[config.mk]
export PLATFORM = sky130hd
export DESIGN_NAME = instruction_fetch
export DESIGN_NICKNAME = d
export VERILOG_FILES = /design/src/rtl/cpu_pkg.sv /design/src/rtl/fetch_watchdog.sv /design/src/rtl/instruction_fetch.sv
export SDC_FILE = /design/constraint.sdc
export NUM_CORES = 1
export LEC_CHECK = 0
export BUFFER_PORTS_ARGS = -buffer_cell sky130_fd_sc_hd__buf_2
export CORE_MARGIN = 1.5
export CORE_UTILIZATION = 50
export DETAILED_ROUTE_END_ITERATION = 10
export GPL_ROUTABILITY_DRIVEN = 0
export GPL_TIMING_DRIVEN = 1
export HOLD_SLACK_MARGIN = 0.06
export PLACE_DENSITY = 0.75
export REMOVE_ABC_BUFFERS = 1
export SLEW_MARGIN = 10
export SYNTH_ARGS = -nofsm -noshare
export SYNTH_HDL_FRONTEND = slang
export SYNTH_SLANG_ARGS = --single-unit
export TNS_END_PERCENT = 100
[constraint.sdc]
create_clock -name clk -period 6.8 [get_ports clk]
set_input_delay 0.68 -clock clk [delete_from_list [all_inputs] [get_ports clk]]
set_output_delay 0.68 -clock clk [all_outputs]
set_load 0.005 [all_outputs]
[src/rtl/cpu_pkg.sv]
// Shared CPU front-end definitions: word/address widths, default reset PC,
// fetch state encoding and a word-alignment helper.
package cpu_pkg;

  localparam int WORD_W = 32;
  localparam int ADDR_W = 32;

  localparam logic [ADDR_W-1:0] RESET_PC_DEFAULT = 32'h0000_0000;

  typedef enum logic [2:0] {
    ST_IDLE  = 3'd0,
    ST_FETCH = 3'd1,
    ST_HOLD  = 3'd2,
    ST_FLUSH = 3'd3,
    ST_FAULT = 3'd4
  } fetch_state_t;

  function automatic logic [ADDR_W-1:0] align_word(input logic [ADDR_W-1:0] addr);
    return {addr[ADDR_W-1:2], 2'b00};
  endfunction

endpackage

[src/rtl/fetch_watchdog.sv]
// Counts consecutive cycles of an unanswered fetch request; flags expiry on the
// cycle the count would reach TIMEOUT.
module fetch_watchdog #(
  parameter int TIMEOUT = 16
) (
  input  logic clk,
  input  logic reset,
  input  logic waiting,
  output logic expired
);

  localparam int CW = $clog2(TIMEOUT + 1);

  logic [CW-1:0] count;

  always_ff @(posedge clk or posedge reset) begin
    if (reset) begin
      count <= '0;
    end else if (waiting) begin
      count <= count + CW'(1);
    end else begin
      count <= '0;
    end
  end

  assign expired = waiting && (count == CW'(TIMEOUT - 1));

endmodule

[src/rtl/instruction_fetch.sv]
// Instruction fetch unit: sequential fetch, one-entry stall buffer, branch flush.
// Optional fetch watchdog and FAULT state enabled by defining FETCH_TIMEOUT_EN.
module instruction_fetch
  import cpu_pkg::*;
#(
  parameter logic [ADDR_W-1:0] RESET_PC      = RESET_PC_DEFAULT,
  parameter int                FETCH_TIMEOUT = 16
) (
  input  logic              clk,
  input  logic              reset,
  output logic [ADDR_W-1:0] mem_addr,
  output logic              mem_read,
  input  logic [WORD_W-1:0] mem_rdata,
  input  logic              mem_ready,
  input  logic              stall,
  input  logic              branch_taken,
  input  logic [ADDR_W-1:0] branch_target,
  output logic [WORD_W-1:0] instruction,
  output logic [ADDR_W-1:0] pc_out,
  output logic              enable,
  output logic              fault
);

  // Memory handshake: mem_read/mem_addr are held stable until the cycle in which
  // mem_ready=1; that cycle completes the transfer and mem_rdata is sampled then.
  // Decoder side: enable is a one-cycle valid with no back-pressure on the pulse
  // itself; stall prevents a new pulse from being generated.

  if (FETCH_TIMEOUT < 1) begin : g_bad_timeout
    $error("FETCH_TIMEOUT must be at least 1");
  end

  fetch_state_t      state, state_d;
  logic [ADDR_W-1:0] pc, pc_d;
  logic [WORD_W-1:0] instr_d, hold_word, hold_word_d;
  logic [ADDR_W-1:0] pc_out_d, hold_pc, hold_pc_d;
  logic              enable_d;

`ifdef FETCH_TIMEOUT_EN
  logic wd_waiting, wd_expired;

  assign wd_waiting = (state == ST_FETCH) && !mem_ready && !branch_taken;

  fetch_watchdog #(.TIMEOUT(FETCH_TIMEOUT)) u_watchdog (
    .clk     (clk),
    .reset   (reset),
    .waiting (wd_waiting),
    .expired (wd_expired)
  );

  assign fault = (state == ST_FAULT);
`else
  assign fault = 1'b0;
`endif

  assign mem_addr = pc;

  always_ff @(posedge clk or posedge reset) begin
    if (reset) begin
      state       <= ST_IDLE;
      pc          <= align_word(RESET_PC);
      instruction <= '0;
      pc_out      <= '0;
      enable      <= 1'b0;
      hold_word   <= '0;
      hold_pc     <= '0;
    end else begin
      state       <= state_d;
      pc          <= pc_d;
      instruction <= instr_d;
      pc_out      <= pc_out_d;
      enable      <= enable_d;
      hold_word   <= hold_word_d;
      hold_pc     <= hold_pc_d;
    end
  end

  always_comb begin
    state_d     = state;
    pc_d        = pc;
    instr_d     = instruction;
    pc_out_d    = pc_out;
    enable_d    = 1'b0;
    hold_word_d = hold_word;
    hold_pc_d   = hold_pc;
    mem_read    = 1'b0;

    case (state)
      ST_IDLE: begin
        if (branch_taken) begin
          pc_d    = align_word(branch_target);
          state_d = ST_FLUSH;
        end else begin
          state_d = ST_FETCH;
        end
      end

      ST_FETCH: begin
        mem_read = 1'b1;
        // A redirect discards whatever the memory returns this cycle.
        if (branch_taken) begin
          pc_d    = align_word(branch_target);
          state_d = ST_FLUSH;
        end else if (mem_ready && !stall) begin
          instr_d  = mem_rdata;
          pc_out_d = pc;
          enable_d = 1'b1;
          pc_d     = pc + ADDR_W'(4);
        end else if (mem_ready) begin
          hold_word_d = mem_rdata;
          hold_pc_d   = pc;
          pc_d        = pc + ADDR_W'(4);
          state_d     = ST_HOLD;
        end
`ifdef FETCH_TIMEOUT_EN
        else if (wd_expired) begin
          state_d = ST_FAULT;
        end
`endif
      end

      ST_HOLD: begin
        if (branch_taken) begin
          pc_d    = align_word(branch_target);
          state_d = ST_FLUSH;
        end else if (!stall) begin
          instr_d  = hold_word;
          pc_out_d = hold_pc;
          enable_d = 1'b1;
          state_d  = ST_FETCH;
        end
      end

      ST_FLUSH: begin
        if (branch_taken) begin
          pc_d = align_word(branch_target);
        end else begin
          state_d = ST_FETCH;
        end
      end

`ifdef FETCH_TIMEOUT_EN
      ST_FAULT: begin
        state_d = ST_FAULT;
      end
`endif

      default: begin
        state_d = ST_IDLE;
      end
    endcase
  end

endmodule

==> flow_metrics.py, run 1 <==
metrics = {
    "clocking": {
        "clock_sinks": 157,
        "cts_tree": "yes",
        "clockBufferDepth": 2,
        "htreeDepth": 4,
        "postCtsSetupRepairBufs": 0,
        "postCtsHoldBufs": 0,
        "clk_latency_ns": 0.41,
        "cts-resized-gates": 0,
        "clk_pin_slew_ns": 0.06,
        "root_buffer": "clkbuf_16",
        "cts_made_buffers": 17,
    },
    "power": {
        "leakagePower_nw": 3.89,
        "power_density_nw_per_um2": 485,
        "power_frac_seq_pct": 42.0,
        "p_comb_share_pct": 36.8,
        "p_clk_share_pct": 21.2,
        "switching_power_mw": 1.54,
        "netSwitchingFraction_pct": 36.1,
        "vdd_ir_drop_max_mv": 0.204,
        "power.internal_mw": 2.72,
    },
    "floorplanning": {
        "num_rows": 44,
        "die_w_um": 124,
        "initial_utilization_pct": 51.0,
        "die_area_um2": 15400,
        "dieHeight_um": 124,
        "ios": 168,
        "core_um2": 14400,
    },
    "global_routing": {
        "gr-total-overflow": 0,
        "grt_usage_pct": 23.1,
        "grt_max_degree": 103,
        "grt_pass1_wl_um": 29100,
        "grt_antenna_before_repair": 1,
        "grt_pass1_vias": 5790,
    },
    "final_layout": {
        "diodes": 0,
        "final_nets": 880,
        "syn_to_final_growth_pct": 19.5,
        "drive_gt1_share_pct": 33.1,
        "fillers": 1180,
        "layout_common_cells": "160 x buf_2, 157 x dfrtp_1, 93 x a21oi_1",
        "fin_cells": 1002,
        "fin_area_um2": 8780,
        "final_common_cell": "buf_2",
    },
    "critical_path": {
        "crit_slowest_cell": "nand4_1",
        "rr_worst_depth": 5,
        "r2r_start": "state[1]$_DFFE_PP0P_",
        "crit_fanout": 47,
        "cp-end-kind": "flip-flop",
        "crit_type": "flip-flop to flip-flop",
        "reg2reg_slack_ns": 3.79,
        "max_stage_delay_ns": 0.92,
        "cp_data_arrival_time_ns": 3.30,
        "r2r-end": "hold_word[10]$_DFFE_PP0P_",
        "worstSetupStartpointType": "flip-flop",
        "required_ns": 7.09,
        "path_cells": "inv_1 > ha_1 > nand4_1 > buf_4 > mux2_2",
    },
    "logic_synthesis": {
        "synth_area_per_cell_um2": 10.9,
        "syn_inst": 672,
        "async_flop_share_pct": 100,
        "synthFlopType": "dfrtp_1",
        "yosysUniqueCellTypes": 53,
        "syn_area_um2": 7350,
        "synth_seq_cells": 157,
        "ys_seq_area_share_pct": 53.4,
        "synth_warnings": 0,
        "synth_edf_count": 0,
    },
    "routing": {
        "drt_iter0_drc": 324,
        "wl_per_cell_um": 17.2,
        "ant_nets": 0,
        "vias": 5655,
        "drt-vias-per-instance": 5.64,
        "drt_wl_total_um": 17300,
        "firstDrtPassIters": 4,
        "drc": 0,
    },
    "job": {
        "drv_cap": 0,
    },
    "timing": {
        "finalCritPeriodShare_pct": 44.3,
        "grt_setup_unrepaired": "false",
        "skew_ns": 0.00673,
        "slew_headroom_pct": 17.0,
        "max_freq_mhz": 332,
        "finalSetupViolCount": 0,
        "drv_slew": 0,
        "min_period_ns": 3.01,
        "fin_tns_setup_ns": 0,
        "hold_viol_final": 0,
        "worst_pin_slew_ns": 1.24,
    },
    "place": {
        "numPlacedInstances": 971,
        "dp_hpwl_um": 11500,
        "io_buffers": 160,
        "dpl_cell_area_um2": 8220,
    },
    "min_path": {
        "hold_path_class": "primary input to async pin",
    },
    "outcome": {
        "status": "complete, no violations",
    },
}
## kinds of logic after synthesis
kind of cell	count (synthesis)	synth area share [%]
simple gates	164	10.9
compound gates	161	13.4
flops	157	53.4
mux	122	17.6
buf+inv	62	3.74
fa+ha+maj	5	0.851
other cells	1	0.0510
## through the flow
| stage | power (mW) | utilization [%] | hold slack (ns) | setup WS, ns |
|---|---|---|---|---|
| floorplan | 2.79 | - | 0.450 | -0.0740 |
| global placement | 3.26 | 57.0 | 0.464 | 3.57 |
| detailed placement | 3.37 | 57.0 | 0.470 | 3.45 |
| CTS | 4.29 | 60.9 | 0.482 | 3.74 |
| global route | 4.56 | 60.9 | 0.496 | 3.58 |
| finish | 4.26 | 60.9 | 0.446 | 3.79 |
## Yosys cell counts, drive strengths merged, types with 8 or more instances
library cell	number	area share (%)
dfrtp	157	53
a21oi	93	6.3
nor2	84	4.3
mux2i	64	8.7
mux2	58	8.9
buf	33	2.3
nand2	31	1.6
clkbuf	21	1.1
o21ai	17	1.2
nand3	16	1.3
nand4	9	1.2
inv	8	0.41
o22ai	8	0.68
## registers in the layout, indices dropped and copies added, names as in the netlist
name         flops
hold_word       32
state            2
hold_pc         30
mem_addr        30
instruction     32
enable           1
pc_out          30
## critical path, delay by kind of cell, from the launching register on
family                   cells  cell delay [ns]
adder cells (fa/ha/maj)      1             0.33
buffers and inverters        2             0.80
flip-flops                   1             0.44
multiplexers                 1             0.37
AND/OR/NAND/NOR              1             0.92
## routing by layer
metal	global-route usage [%]	wire length, um	vias up
li1	-	-	2674
met1	29.8	7490	2779
met2	37.4	8440	175
met3	6.40	1050	25
met4	8.52	280	2
met5	0	10	-
## power groups by stage
stage               registers (mW)  clock network (mW)  logic (mW)
floorplan                     1.74                   0        1.04
CTS                           1.79               0.928        1.58
finish                        1.79               0.903        1.57
detailed placement            1.80                   0        1.57
global placement              1.75                   0        1.51
global route                  1.85               0.969        1.74
## final cells by class
type / count / area, um2 / area share (%)
Clock buffer: 24 / 472 / 5.37
Inverter: 8 / 35.0 / 0.399
Sequential cell: 157 / 3930 / 44.7
Tap cell: 184 / 230 / 2.62
Multi-Input combinational cell: 457 / 3190 / 36.3
Clock inverter: 7 / 88.8 / 1.01
Timing Repair Buffer: 165 / 838 / 9.54
## how the worst max path moves through the flow
| stage | startpoint | end | slack [ns] | depth (start not counted) |
|---|---|---|---|---|
| final | state[1]$_DFFE_PP0P_ | hold_word[10]$_DFFE_PP0P_ | 3.79 | 5 |
| after global routing | state[1]$_DFFE_PP0P_ | hold_word[10]$_DFFE_PP0P_ | 3.58 | 5 |
| after CTS | state[1]$_DFFE_PP0P_ | hold_word[10]$_DFFE_PP0P_ | 3.74 | 5 |
| after detailed placement | branch_taken | hold_word[11]$_DFFE_PP0P_ | 3.45 | 5 |
| after global placement | branch_taken | hold_word[16]$_DFFE_PP0P_ | 3.57 | 5 |
| after floorplan | state[0]$_DFFE_PP0P_ | instruction[0]$_DFFE_PP0P_ | -0.07 | 5 |
(Power assumes the default switching activity.)
==> inputs of run 2 (changes only) <==
--- a/config.mk
+++ b/config.mk
@@ -5,6 +5,7 @@
 export SDC_FILE = /design/constraint.sdc
 export NUM_CORES = 1
 export LEC_CHECK = 0
+export ABC_AREA = 1
 export BUFFER_PORTS_ARGS = -buffer_cell sky130_fd_sc_hd__buf_2
 export CORE_MARGIN = 1.5
 export CORE_UTILIZATION = 50
@@ -12,7 +13,7 @@
 export GPL_ROUTABILITY_DRIVEN = 0
 export GPL_TIMING_DRIVEN = 1
 export HOLD_SLACK_MARGIN = 0.06
-export PLACE_DENSITY = 0.75
+export PLACE_DENSITY = 0.74
 export REMOVE_ABC_BUFFERS = 1
 export SLEW_MARGIN = 10
 export SYNTH_ARGS = -nofsm -noshare
==> constraint.sdc (replaced) <==
create_clock -name clk -period 2.9 [get_ports clk]
set_input_delay 0.29 -clock clk [delete_from_list [all_inputs] [get_ports clk]]
set_output_delay 0.29 -clock clk [all_outputs]
set_load 0.005 [all_outputs]
==> run 2 against run 1 <==
Compared with the run above:
- sequential cell count unchanged
- power up 140%
- final area up 4.0%
- register-to-register slack worse by 3.1 ns
- global-route usage up 0.64 points
- critical endpoint is now instruction[9]$_DFFE_PP0P_
- worst setup slack worse by 3.1 ns
- routed wire length up 5.8%
- die area up 3.4%
- hold slack worse by 0.31 ns
- final cell count up 33%
- largest cell class unchanged
- synthesized area up 3.5%
==> flow_metrics.py, run 2 <==
metrics = {
    "power": {
        "p_comb_share_pct": 38.3,
        "power_frac_seq_pct": 39.7,
        "netSwitchingFraction_pct": 38.9,
        "leakagePower_nw": 4.57,
        "power.internal_mw": 6.19,
        "power_density_nw_per_um2": 1110,
        "vdd_ir_drop_max_mv": 0.963,
        "switching_power_mw": 3.94,
        "p_clk_share_pct": 22.0,
    },
    "final_layout": {
        "final_nets": 1211,
        "fillers": 1358,
        "multi_input_area_um2": 3130,
        "drive_gt1_share_pct": 18.4,
        "top_regs": "hold_word (32), instruction (32)",
        "fin_cells": 1331,
        "diodes": 0,
        "syn_to_final_growth_pct": 20.1,
        "regArea_um2": 3930,
        "layout_common_cells": "209 x nand2_1, 203 x nor2_1, 160 x buf_2",
        "final_common_cell": "nand2_1",
        "utilization_pct": 62.1,
    },
    "critical_path": {
        "critPathTopFamily": "buffers and inverters",
        "max_stage_delay_ns": 0.43,
        "required_ns": 3.24,
        "critPathBufInv": 3,
        "crit_type": "flip-flop to flip-flop",
        "worstSetupStartpointType": "flip-flop",
        "crit_fanout": 23,
        "cp_data_arrival_time_ns": 2.53,
        "cp-end-kind": "flip-flop",
        "path_cells": "inv_1 > ha_1 > nand2_1 > inv_1 > nand2_1 > o21ai_4 > buf_4 > nor2_1 > a21oi_1",
        "crit_slowest_cell": "dfrtp_1",
        "reg2reg_slack_ns": 0.71,
    },
    "routing": {
        "vias": 6807,
        "drc": 0,
        "met2_length_um": 8230,
        "wl_per_cell_um": 13.7,
        "drt-vias-per-instance": 5.11,
        "firstDrtPassIters": 5,
        "drt_wl_total_um": 18300,
        "drt_iter0_drc": 446,
        "dr_wl_met3_um": 1040,
        "top_layer": "met4",
        "ant_nets": 0,
        "m1WireLength_um": 8570,
    },
    "timing": {
        "hold_viol_final": 0,
        "grt_setup_unrepaired": "false",
        "min_period_ns": 2.19,
        "worst_pin_slew_ns": 0.763,
        "finalCritPeriodShare_pct": 75.5,
        "skew_ns": 0.00941,
        "finalSetupViolCount": 0,
        "slew_headroom_pct": 48.9,
        "drv_slew": 0,
        "max_freq_mhz": 457,
    },
    "clocking": {
        "clock_sinks": 157,
        "clk_latency_ns": 0.42,
        "clk_pin_slew_ns": 0.06,
        "clockBufferDepth": 2,
        "root_buffer": "clkbuf_16",
        "cts_made_buffers": 17,
        "cts_tree": "yes",
        "htreeDepth": 4,
        "postCtsSetupRepairBufs": 0,
    },
    "logic_synthesis": {
        "syn_area_um2": 7610,
        "post-synth-top-count-cell": "nand2_1",
        "synthFlopType": "dfrtp_1",
        "synth_area_per_cell_um2": 7.61,
        "synth_warnings": 0,
        "synth_common_cells": "210 x nand2_1, 203 x nor2_1, 157 x dfrtp_1",
        "yosysUniqueCellTypes": 24,
        "synth_edf_count": 0,
        "yosys-top-cells-area": "dfrtp_1 52%, nand2_1 10%, nor2_1 10%",
        "synth_seq_cells": 157,
        "synth_area_leader_cell": "dfrtp_1",
        "netlist.area_leader.share_pct": 51.7,
        "async_flop_share_pct": 100,
        "syn_inst": 999,
        "ys_seq_area_share_pct": 51.7,
    },
    "min_path": {
        "hold_path_class": "primary input to flip-flop",
    },
    "floorplanning": {
        "die_w_um": 126,
        "dieHeight_um": 126,
        "initial_utilization_pct": 51.7,
        "num_rows": 44,
        "die_area_um2": 16000,
        "ios": 168,
        "core_um2": 14700,
    },
    "place": {
        "numPlacedInstances": 1301,
        "io_buffers": 160,
        "dp_hpwl_um": 12400,
    },
    "global_routing": {
        "gr-total-overflow": 0,
        "grt_antenna_before_repair": 0,
        "grt_pass1_vias": 6266,
        "grt_pass1_wl_um": 30200,
        "grt_max_degree": 126,
        "grt_usage_pct": 23.7,
    },
    "outcome": {
        "status": "complete, no violations",
    },
    "job": {
        "drv_cap": 0,
    },
}
[run 2: changes by cell type after synthesis, sizes merged, moves of 9 or more]
cell and delta:
inv +76, mux2 -58, nand3 +21, a21oi +38
nand4 -9, mux2i -64, o21ai +73, nor2 +123
nand2 +179
[run 2: power groups by stage]
stage,Clock [mW],Sequential (mW),Combinational [mW]
after detailed placement,0,4.05,3.90
after global placement,0,4.01,3.79
after CTS,2.27,4.02,3.93
after global routing,2.35,4.18,4.49
after floorplan,0,3.98,2.41
final,2.23,4.02,3.88
[run 2: worst paths after layout]
path	start	to	cells past startpoint
max reg2reg	state[1]$_DFFE_PP0P_	instruction[9]$_DFFE_PP0P_	9
min	branch_target[3]	mem_addr[3]$_DFFE_PP0P_	3
max	state[1]$_DFFE_PP0P_	instruction[9]$_DFFE_PP0P_	9
min reg2reg	hold_pc[10]$_DFFE_PP0P_	hold_pc[10]$_DFFE_PP0P_	2
min in group asynchronous	reset	instruction[11]$_DFFE_PP0P_	3
max in group asynchronous	reset	hold_pc[6]$_DFFE_PP0P_	4
[run 2: per-layer routing]
| layer | vias up | GRT usage [%] |
|---|---|---|
| met5 | - | 0 |
| met4 | 0 | 9.80 |
| met3 | 31 | 4.26 |
| met2 | 215 | 36.7 |
| met1 | 3103 | 33.3 |
| li1 | 3458 | - |
[run 2: cell type report]
cell class	instances	share of cell area (%)
clock buffers	21	5.04
clock inverters	8	1.29
inverters	84	3.51
multi-input cells	704	34.2
flip-flops and latches	157	43.0
well taps	184	2.52
repair buffers	173	10.4
[run 2: cell families (layout without fill, tap and decap cells)]
kind of cell	count (synthesis)	in the layout	share of synthesized area (%)
buffers and inverters	142	286	7.93
adders and majority gates	5	5	0.823
DFF	157	157	51.7
xor gates and xnor gates	2	2	0.230
AOI/OAI and AO/OA	232	232	15.6
and+or+nand+nor	460	460	23.8
other	1	5	0.0493
[run 2: per-stage QoR]
stage	area, um2	worst slack [ns]	TNS (ns)	power, mW	hold slack, ns
2_1_floorplan	7330	-2.86	-433.58	6.40	0.446
3_3_place_gp	8550	0.781	0	7.79	0.396
3_5_place_dp	8550	0.702	0	7.95	0.393
4_1_cts	9130	0.678	0	10.2	0.122
5_1_grt	9130	0.415	0	11.0	0.152
6_report	9130	0.711	0	10.1	0.137
[run 2: worst reg2reg max path, cell delays in order, from the launching register on]
cell,delay [ns]
dfrtp_1,0.43
inv_1,0.12
ha_1,0.34
nand2_1,0.08
inv_1,0.12
nand2_1,0.13
o21ai_4,0.31
buf_4,0.38
nor2_1,0.07
a21oi_1,0.13
[run 2: what timing repair did]
action,4_1_cts,5_1_grt
resized for setup,0,0
hold buffers,1,0
hold endpoints to repair,55,0
==> inputs of run 3 (changes only) <==
--- a/config.mk
+++ b/config.mk
@@ -8,12 +8,12 @@
 export ABC_AREA = 1
 export BUFFER_PORTS_ARGS = -buffer_cell sky130_fd_sc_hd__buf_2
 export CORE_MARGIN = 1.5
-export CORE_UTILIZATION = 50
+export CORE_UTILIZATION = 49
 export DETAILED_ROUTE_END_ITERATION = 10
 export GPL_ROUTABILITY_DRIVEN = 0
 export GPL_TIMING_DRIVEN = 1
 export HOLD_SLACK_MARGIN = 0.06
-export PLACE_DENSITY = 0.74
+export PLACE_DENSITY = 0.76
 export REMOVE_ABC_BUFFERS = 1
 export SLEW_MARGIN = 10
 export SYNTH_ARGS = -nofsm -noshare
==> constraint.sdc (replaced) <==
create_clock -name clk -period 1.85 [get_ports clk]
set_input_delay 0.185 -clock clk [delete_from_list [all_inputs] [get_ports clk]]
set_output_delay 0.185 -clock clk [all_outputs]
set_load 0.005 [all_outputs]
==> run 3 against run 2 <==
Compared with the run above:
- via count grew 5.8%
- sequential power grew 57%
- clock-buffer cell count shrank 2
- critical path depth shrank 1
==> flow_metrics.py, run 3 (same netlist as run 2, synthesis figures left out) <==
metrics = {
    "outcome": {
        "status": "complete, no violations",
    },
    "final_layout": {
        "drive_gt1_share_pct": 20.2,
        "final_common_cell": "nand2_1",
        "fillers": 1302,
        "diodes": 0,
        "top_regs": "hold_word (32), instruction (32)",
        "fin_cells": 1382,
        "syn_to_final_growth_pct": 28.7,
        "layout_common_cells": "208 x nand2_1, 200 x nor2_1, 161 x buf_2",
        "final_nets": 1256,
    },
    "place": {
        "numPlacedInstances": 1312,
        "dp_slack_ns": 0.0529,
        "io_buffers": 160,
        "dp_hpwl_um": 13000,
    },
    "floorplanning": {
        "num_rows": 45,
        "die_w_um": 128,
        "die_area_um2": 16300,
        "dieHeight_um": 128,
        "initial_utilization_pct": 50.0,
        "core_um2": 15200,
        "ios": 168,
    },
    "routing": {
        "drt_iter0_drc": 421,
        "met2_length_um": 9490,
        "top_layer": "met4",
        "m1WireLength_um": 9260,
        "drt-vias-per-instance": 5.21,
        "drt_wl_total_um": 20400,
        "ant_nets": 0,
        "vias": 7202,
        "wl_per_cell_um": 14.7,
        "dr_wl_met3_um": 1280,
        "firstDrtPassIters": 5,
        "drc": 0,
    },
    "clocking": {
        "clock_sinks": 157,
        "cts_tree": "yes",
        "cts_made_buffers": 17,
        "clk_latency_ns": 0.42,
        "htreeDepth": 4,
        "root_buffer": "clkbuf_16",
        "clk_pin_slew_ns": 0.07,
        "clockBufferDepth": 2,
    },
    "timing": {
        "max_freq_mhz": 573,
        "hold_viol_final": 0,
        "drv_slew": 0,
        "min_period_ns": 1.74,
        "finalSetupViolCount": 0,
        "skew_ns": 0.00821,
        "finalCritPeriodShare_pct": 94.3,
        "hold_slack_ns": 0.0664,
        "fin_ws_ns": 0.106,
    },
    "critical_path": {
        "worstSetupStartpointType": "flip-flop",
        "rr_worst_depth": 8,
        "cp-end-kind": "flip-flop",
        "crit_fanout": 22,
        "r2r-end": "mem_addr[5]$_DFFE_PP0P_",
        "cp_data_arrival_time_ns": 2.05,
        "crit_start": "state[0]$_DFFE_PP0P_",
        "r2r_start": "state[0]$_DFFE_PP0P_",
        "required_ns": 2.16,
        "reg2reg_slack_ns": 0.11,
        "crit_type": "flip-flop to flip-flop",
    },
    "global_routing": {
        "grt_usage_pct": 24.7,
        "grt_pass1_wl_um": 32100,
        "gr-total-overflow": 0,
        "grt_antenna_before_repair": 0,
        "grt_pass1_vias": 6618,
        "grt_max_degree": 96,
    },
    "min_path": {
        "min_path_cells": 3,
        "min_from": "mem_rdata[28]",
        "hold_path_class": "primary input to flip-flop",
        "worstHoldEndpoint": "hold_word[28]$_DFFE_PP0P_",
    },
    "job": {
        "drv_cap": 0,
    },
    "power": {
        "leakagePower_nw": 4.84,
        "power_mw": 16.7,
        "vdd_ir_drop_max_mv": 0.934,
        "power_density_nw_per_um2": 1710,
    },
}
[run 3: worst max-delay path: stages (launching register included)]
cell	delay, ns
dfrtp_1	0.43
ha_1	0.25
inv_2	0.10
nor2_4	0.07
buf_4	0.14
clkbuf_16	0.18
or2_2	0.28
a21oi_1	0.12
a21oi_1	0.05
[run 3: metrics by stage]
step / setup TNS, ns / utilization (%) / area, um2
4_1_cts: 0 / 63.1 / 9590
3_5_place_dp: 0 / 57.1 / 8680
3_3_place_gp: 0 / 57.1 / 8680
2_1_floorplan: -727.84 / - / 7330
6_report: 0 / 64.4 / 9790
5_1_grt: -0.00162 / 64.4 / 9790
[run 3: what timing repair did]
action | 4_1_cts | 5_1_grt
buffers inserted | 0 | 7
resized for setup | 0 | 15
setup endpoints to repair | 0 | 69
hold endpoints to repair | 65 | 0
hold buffers | 28 | 0
[run 3: worst max path at each step]
stage	endpoint	depth (start not counted)
after global placement	mem_addr[12]$_DFFE_PP0P_	10
after detailed placement	instruction[11]$_DFFE_PP0P_	9
after CTS	instruction[23]$_DFFE_PP0P_	9
final	mem_addr[5]$_DFFE_PP0P_	8
after global routing	mem_addr[24]$_DFFE_PP0P_	11
after floorplan	instruction[0]$_DFFE_PP0P_	5
[run 3: final cells by class]
cell class              count  area (um2)  area share (%)
inverters                  84         324            3.31
multi-input cells         704        3150            32.1
clock inverters            12         185            1.89
flip-flops and latches    157        3930            40.1
clock buffers              19         443            4.53
repair buffers            218        1530            15.6
well taps                 188         235            2.40
[run 3: power breakdown]
| group | total [mW] | switching, mW | internal [mW] |
|---|---|---|---|
| sequential | 6.32 | 1.19 | 5.13 |
| combinational | 6.66 | 3.90 | 2.76 |
| clock | 3.76 | 1.45 | 2.30 |
| total | 16.7 | 6.55 | 10.2 |
[run 3: layer usage]
| metal | track usage, % | vias up |
|---|---|---|
| met5 | 0 | - |
| met4 | 7.20 | 0 |
| met3 | 5.44 | 32 |
| met2 | 39.0 | 238 |
| met1 | 34.4 | 3380 |
| li1 | - | 3552 |
